### src/rtl/uart_nec_frame_parser.sv
// rtl/uart_nec_frame_parser.sv - assembles 5-byte NEC frames (sync, addr, ~addr, cmd, ~cmd)
// from a UART byte stream, checks complements and inter-byte timeout.
module uart_nec_frame_parser #(
  parameter logic [7:0] SYNC_BYTE = 8'hA5,
  parameter int         TIMEOUT   = 37500,
  parameter int         TW        = 16
) (
  input  logic       i_clk,
  input  logic       i_rst_n,
  input  logic [7:0] i_rx_data,
  input  logic       i_rx_valid,
  output logic [7:0] o_addr,
  output logic [7:0] o_cmd,
  output logic       o_frame_valid,
  output logic       o_frame_err,
  output logic [1:0] o_err_code,
  output logic       o_busy,
  output logic [7:0] o_frame_cnt
);

  typedef enum logic [2:0] {
    WAIT_SYNC,
    GET_ADDR,
    GET_NADDR,
    GET_CMD,
    GET_NCMD
  } state_t;

  localparam logic [TW-1:0] TMO_LAST = TW'(TIMEOUT - 1);

  state_t        r_state;
  logic [TW-1:0] r_tmo_cnt;
  logic [7:0]    r_addr_b;
  logic [7:0]    r_naddr_b;
  logic [7:0]    r_cmd_b;

  logic w_collect;
  logic w_tmo;
  logic w_addr_ok;
  logic w_cmd_ok;

  assign w_collect = (r_state != WAIT_SYNC);
  // A byte arriving on the expiry cycle wins over the timeout.
  assign w_tmo     = w_collect && !i_rx_valid && (r_tmo_cnt == TMO_LAST);
  assign w_addr_ok = ((r_addr_b ^ r_naddr_b) == 8'hFF);
  assign w_cmd_ok  = ((r_cmd_b ^ i_rx_data) == 8'hFF);

  always_ff @(posedge i_clk or negedge i_rst_n) begin
    if (!i_rst_n) begin
      r_state       <= WAIT_SYNC;
      r_tmo_cnt     <= '0;
      r_addr_b      <= 8'h00;
      r_naddr_b     <= 8'h00;
      r_cmd_b       <= 8'h00;
      o_addr        <= 8'h00;
      o_cmd         <= 8'h00;
      o_frame_valid <= 1'b0;
      o_frame_err   <= 1'b0;
      o_err_code    <= 2'b00;
      o_busy        <= 1'b0;
      o_frame_cnt   <= 8'h00;
    end else begin
      o_frame_valid <= 1'b0;
      o_frame_err   <= 1'b0;

      if (!w_collect || i_rx_valid || w_tmo) begin
        r_tmo_cnt <= '0;
      end else begin
        r_tmo_cnt <= r_tmo_cnt + 1'b1;
      end

      case (r_state)
        WAIT_SYNC: begin
          if (i_rx_valid && (i_rx_data == SYNC_BYTE)) begin
            r_state <= GET_ADDR;
            o_busy  <= 1'b1;
          end
        end
        GET_ADDR: begin
          if (i_rx_valid) begin
            r_addr_b <= i_rx_data;
            r_state  <= GET_NADDR;
          end
        end
        GET_NADDR: begin
          if (i_rx_valid) begin
            r_naddr_b <= i_rx_data;
            r_state   <= GET_CMD;
          end
        end
        GET_CMD: begin
          if (i_rx_valid) begin
            r_cmd_b <= i_rx_data;
            r_state <= GET_NCMD;
          end
        end
        GET_NCMD: begin
          if (i_rx_valid) begin
            r_state <= WAIT_SYNC;
            o_busy  <= 1'b0;
            if (!w_addr_ok) begin
              o_frame_err <= 1'b1;
              o_err_code  <= 2'b01;
            end else if (!w_cmd_ok) begin
              o_frame_err <= 1'b1;
              o_err_code  <= 2'b10;
            end else begin
              o_frame_valid <= 1'b1;
              o_addr        <= r_addr_b;
              o_cmd         <= r_cmd_b;
              o_frame_cnt   <= o_frame_cnt + 8'd1;
            end
          end
        end
        default: begin
          r_state <= WAIT_SYNC;
          o_busy  <= 1'b0;
        end
      endcase

      if (w_tmo) begin
        r_state     <= WAIT_SYNC;
        o_busy      <= 1'b0;
        o_frame_err <= 1'b1;
        o_err_code  <= 2'b11;
      end
    end
  end

endmodule
### config.mk
export PLATFORM = sky130hd
export DESIGN_NAME = uart_nec_frame_parser
export DESIGN_NICKNAME = d
export VERILOG_FILES = /design/src/rtl/uart_nec_frame_parser.sv
export SDC_FILE = /design/constraint.sdc
export NUM_CORES = 1
export LEC_CHECK = 0
export BUFFER_PORTS_ARGS = -buffer_cell sky130_fd_sc_hd__buf_2
export CORE_MARGIN = 1.5
export CORE_UTILIZATION = 35
export DETAILED_ROUTE_END_ITERATION = 8
export GPL_ROUTABILITY_DRIVEN = 0
export PLACE_DENSITY = 0.62
export SLEW_MARGIN = 10
export SYNTH_ARGS = -nofsm -noshare
export SYNTH_HDL_FRONTEND = slang
export SYNTH_SLANG_ARGS = --single-unit
### constraint.sdc
create_clock -name i_clk -period 2.4 [get_ports i_clk]
set_input_delay 0.48 -clock i_clk [delete_from_list [all_inputs] [get_ports i_clk]]
set_output_delay 0.48 -clock i_clk [all_outputs]
set_load 0.01 [all_outputs]
Yosys cells after proc, flatten, opt, wreduce, memory -nomap -nowiden
Cells that the tools add are included.
- bits in registers: 72
- output and inout bits: 29
- word-level logic and storage cells: 76
- add/subtract/negate cells: 2
- equal/unequal tests: 15
- muxes and demuxes: 26
- bitwise logic cells: 2
- reduce and logical (&&, ||, !) cells: 19
- operators with widths (kind ; count):
    $eq 8x8->1 const B ; 3
    $mux 3 ; 6
    $ne 3x3->1 const B ; 6
    $add 16x1->16 const B ; 1
    $eq 16x16->1 const B ; 1
    $mux 16 ; 1
    $xor 8x8->8 ; 2
    $pmux 3 s5 ; 1
    $mux 1 ; 12
    $mux 2 ; 5
    $add 8x1->8 const B ; 1
    $eq 3x2->1 const B ; 2
    $reduce_and 2->1 ; 3
    $reduce_and 3->1 ; 2
    $reduce_and 5->1 ; 1
    $reduce_and 4->1 ; 1
    $reduce_bool 2->1 ; 2
    $eq 3x1->1 const B ; 1
    $eq 3x3->1 const B ; 1
    $logic_and 1x1->1 ; 3
    $logic_not 3->1 ; 1
    $pmux 1 s3 ; 1
    $reduce_bool 3->1 ; 1
    $reduce_or 3->1 ; 1
    other kinds (3) ; 5

Depth between registers and ports, before layout
- depth in word-level cells: 7
- gate-level depth with buffers: 7
- depth with buffers taken out: 6

Worst setup path before layout
OpenSTA, ideal clock, no wires.
- path type: input -> register
- start point: in i_rx_data[6]
- end point: reg o_addr[2]
- setup time: 0.125 ns
- arrival: 1.782 ns
- data required time: 2.275 ns
- path slack: 0.493 ns
- cell stages on the path: 7
- path buffers: 2
- path through: xnor2_1 > nor4_1 > and4bb_1 > buf_6 > nand2_8 > buf_6 > mux2_4
- word-level cells in the longest chain between the ends: 3
- ends and longest elaborated chain (what ; RTL line ; source):
    start, declared ; 10 ; input logic [7:0] i_rx_data,
    $xor 8x8->8 ; 46 ; assign w_cmd_ok = ((r_cmd_b ^ i_rx_data) == 8'hFF);
    $eq 8x8->1 ; 46 ;
    $reduce_and 4->1 (no source line) ; - ;
    end signal, assigned ; 109 ; o_addr <= r_addr_b;
    end, declared ; 12 ; output logic [7:0] o_addr,
Every way passes these cells.
A chain may end at the register's enable or synchronous reset.

Final worst setup path
- start point: reg r_tmo_cnt[2]
- end point: reg o_err_code[0]
- word-level cells in the longest chain between the ends: 4
- ends and longest elaborated chain (what ; RTL line ; source):
    start, declared ; 32 ; logic [TW-1:0] r_tmo_cnt;
    start signal, assigned ; 69 ; r_tmo_cnt <= r_tmo_cnt + 1'b1;
    $eq 16x16->1 (*) ; 44 ; assign w_tmo = w_collect && !i_rx_valid && (r_tmo_cnt == TMO_LAST);
    $logic_and 1x1->1 (*) ; 44 ;
    $ne 3x3->1 (no source line) or $reduce_bool 2->1 (tied branches) ; - ;
    $reduce_and 3->1 (no source line) ; - ;
    end signal, assigned ; 59 ; o_err_code <= 2'b00;
    end signal, assigned ; 103 ; o_err_code <= 2'b01;
    end signal, assigned ; 106 ; o_err_code <= 2'b10;
    end, declared ; 16 ; output logic [1:0] o_err_code,
Mark *: on every way between the ends. The rest lies on a longest branch, timed or not.

==> impl_metrics.ini <==
[setup_path]
cp_data_arrival_time_ps = 2360
launching_element_type_of_the_critical_path = flip-flop
critical_path.max_stage_delay_ps = 560
critPathTopFamily = simple AND/OR/NAND/NOR gates
cp_slowest_cell = or4_1
cp_cell_sequence = or4b_1 > or4_1 > or3_4 > o211ai_2
largest_fanout_on_the_critical_path = 7
path_class = flip-flop to flip-flop
buffering_stage_count_on_the_worst_path_with_inverters_included = 0
worst-endpoint-required_ps = 2660
endpoint_kind = flip-flop

[placement]
detailedPlacementHpwl_mm = 4.31
numPortBuffers = 39

[run]
timing.max_cap.violations = 0

[clock_network]
clkTransAtPathRegs_ps = 90
cts-htree-levels = 3
hold_buffers = 0
ctsResizeCount = 0
library_cell_used_as_clock_root_buffer = clkbuf_8
worstSkewPairLatency_ps = 350
numClockSinks = 72
cts.repair_timing.setup_buffer_count = 0
cts-root-to-sink-buffers = 2
tritoncts = yes
tritoncts_buffer_count = 9

[sta]
setup-violations-final = 0
finalClockSkew_ps = 13.8
grt_setup_unrepaired = false
timing.setup.tns_ps = 0
finalHoldViolations = 0
slew-limit-headroom_pct = 65.0
report.final.slew_viol_count = 0
final_min_period_over_clock_period_pct = 87.2
finalCriticalPeriod_ps = 2090
fin_worst_hold_slack_ps = 145
slew_at_the_pin_closest_to_its_max_slew_limit_ps = 523
clock.fmax_mhz = 478

[drt]
ant_nets = 0
finalWirelength_mm = 6.29
via_per_inst = 4.97
post-route-drc-count = 0
drt-wirelength-per-cell_um = 14.7
total_vias_in_the_final_route = 2129
detailedRoute.firstIterationViolations = 110
first_pass_iters = 4

[power_and_ir_drop]
leakagePower_nw = 1.83
power_per_cell_area_nw_per_um2 = 927
maximum_vdd_drop_mv = 0.478

[finish]
layout_area_growth_over_synthesis_pct = 16.7
nets = 325
num_antenna_cells = 0
multiInputGateArea_um2 = 1400
regArea_um2 = 1800
post_route_cells_drive_above_1_share_pct = 34.1
fillers = 884
final_core_area_utilization_pct = 41.8

[synthesis]
combined_area_of_all_synthesized_cells_um2 = 3280
yosys_warnings = 0
synth-edff-count = 0
count_of_unique_library_cells_instantiated_by_yosys = 43
yosys-top-cells-area = dfrtp_1, mux2_2, xnor2_1
ys_seq_area_share_pct = 54.9
post-synth-top-area-cell = dfrtp_1
yosys_register_bits = 72
ys_dominant_reg_cell = dfrtp_1
netlist_instances = 265
syn_nets = 278
synth_area_per_cell_um2 = 12.4
netlist.area_leader.share_pct = 54.9
synth_async_reset_ratio_pct = 100

[die]
io_pins = 40
floorplan.core_area_um2 = 9150
die_height_um = 99.8
initial_core_util_pct = 35.9
die_width_um = 99.8
design.die.area_um2 = 9970
rows = 35

[global_route]
grt_start_max_net_pins = 73
grt_usage_pct = 13.7
grt_first_pass_wirelength_mm = 10.6
number_of_antenna_violations_at_the_first_check_in_global_routing = 0
gr-total-overflow = 0
number_of_global_route_vias_before_repair = 2069

[min_path]
hp-class = input port to asynchronous set/reset pin

[run_status]
status = finished, final reports clean
-- power by group --
part	leakage [nW]	internal, W	switching [W]	total, W
Clock	0.105	0.000525	0.000504	0.00103
Sequential	0.944	0.00148	0.000261	0.00174
Combinational	0.777	0.000441	0.000341	0.000782
Total	1.83	0.00245	0.00111	0.00355
-- cells by family (layout without fill, tap and decap cells) --
| group | count (synthesis) | in the layout | synth area share [%] |
|---|---|---|---|
| multiplexers | 41 | 41 | 15.0 |
| XOR/XNOR | 37 | 37 | 9.87 |
| adder cells (fa/ha/maj) | 2 | 2 | 0.762 |
| flip-flops | 72 | 72 | 54.9 |
| buffers and inverters | 15 | 67 | 2.40 |
| AO/OA/AOI/OAI | 14 | 14 | 2.86 |
| AND/OR/NAND/NOR | 84 | 84 | 14.2 |
-- layer usage --
layer / vias to the layer above / wire length [um] / global-route usage [%]
met3: 8 / 242 / 3.20
met2: 44 / 2700 / 19.6
met4: 0 / 84 / 5.42
met1: 1059 / 3260 / 20.0
li1: 1018 / - / -
met5: - / 0 / 0
-- registers in the layout, indices dropped and copies added, names as in the netlist --
register / count
r_tmo_cnt: 16
o_addr: 8
o_cmd: 8
o_frame_cnt: 8
r_addr_b: 8
r_cmd_b: 8
r_naddr_b: 8
r_state: 3
o_err_code: 2
o_busy: 1
o_frame_err: 1
o_frame_valid: 1
-- cell type report --
| type | count | area share [%] |
|---|---|---|
| clock buffer | 10 | 3.59 |
| tap | 111 | 3.63 |
| multi-input combinational | 178 | 36.6 |
| sequential | 72 | 47.0 |
| inverter | 6 | 0.588 |
| clock inverter | 6 | 1.96 |
| timing repair buffer | 45 | 6.60 |
-- cells in the final DEF (no fill, tap or decap), types with 2 or more instances in the layout --
master	instances
mux2_4	8
clkbuf_8	10
o21ai_0	4
nor4_1	4
nor3_1	4
inv_1	6
buf_2	39
inv_6	2
ha_1	2
xor2_1	14
mux2_2	33
nand3_1	10
dfrtp_1	72
xnor2_1	23
nor2_1	25
nand2_1	13
nand4bb_1	2
a21oi_1	3
and3_1	5
nand4_1	7
buf_4	5
-- worst paths after layout --
check,slack (ps),cells past startpoint,endpoint,from
max,310,4,o_err_code[0],r_tmo_cnt[2]
min,150,2,o_addr[0],i_rst_n
max reg2reg,310,4,o_err_code[0],r_tmo_cnt[2]
min reg2reg,460,1,r_tmo_cnt[0],r_tmo_cnt[0]
max in group asynchronous,1940,2,r_tmo_cnt[4],i_rst_n
min in group i_clk,430,2,r_addr_b[4],i_rx_data[4]
-- synth_stat cells, drive strengths merged, types with 2 or more instances --
master	instances
a21oi	3
buf	5
clkbuf	4
inv	6
xnor2	23
nor4	4
and2	2
mux2	41
ha	2
xor2	14
nor3	4
and3	6
dfrtp	72
o21ai	5
nand4bb	2
or3	2
nand2	14
nand3	10
nor2	25
nand4	7
-- stage by stage --
step | setup slack, ps | total power [W] | area (um2) | cells
5_1_grt | 207 | 0.00375 | 3830 | 428
2_1_floorplan | 493 | 0.00231 | 3280 | 265
4_1_cts | 309 | 0.00359 | 3830 | 428
3_5_place_dp | 202 | 0.00256 | 3620 | 412
3_3_place_gp | 242 | 0.00253 | 3620 | 412
6_report | 308 | 0.00355 | 3830 | 428
No activity file was read; power rests on OpenSTA's default activity.
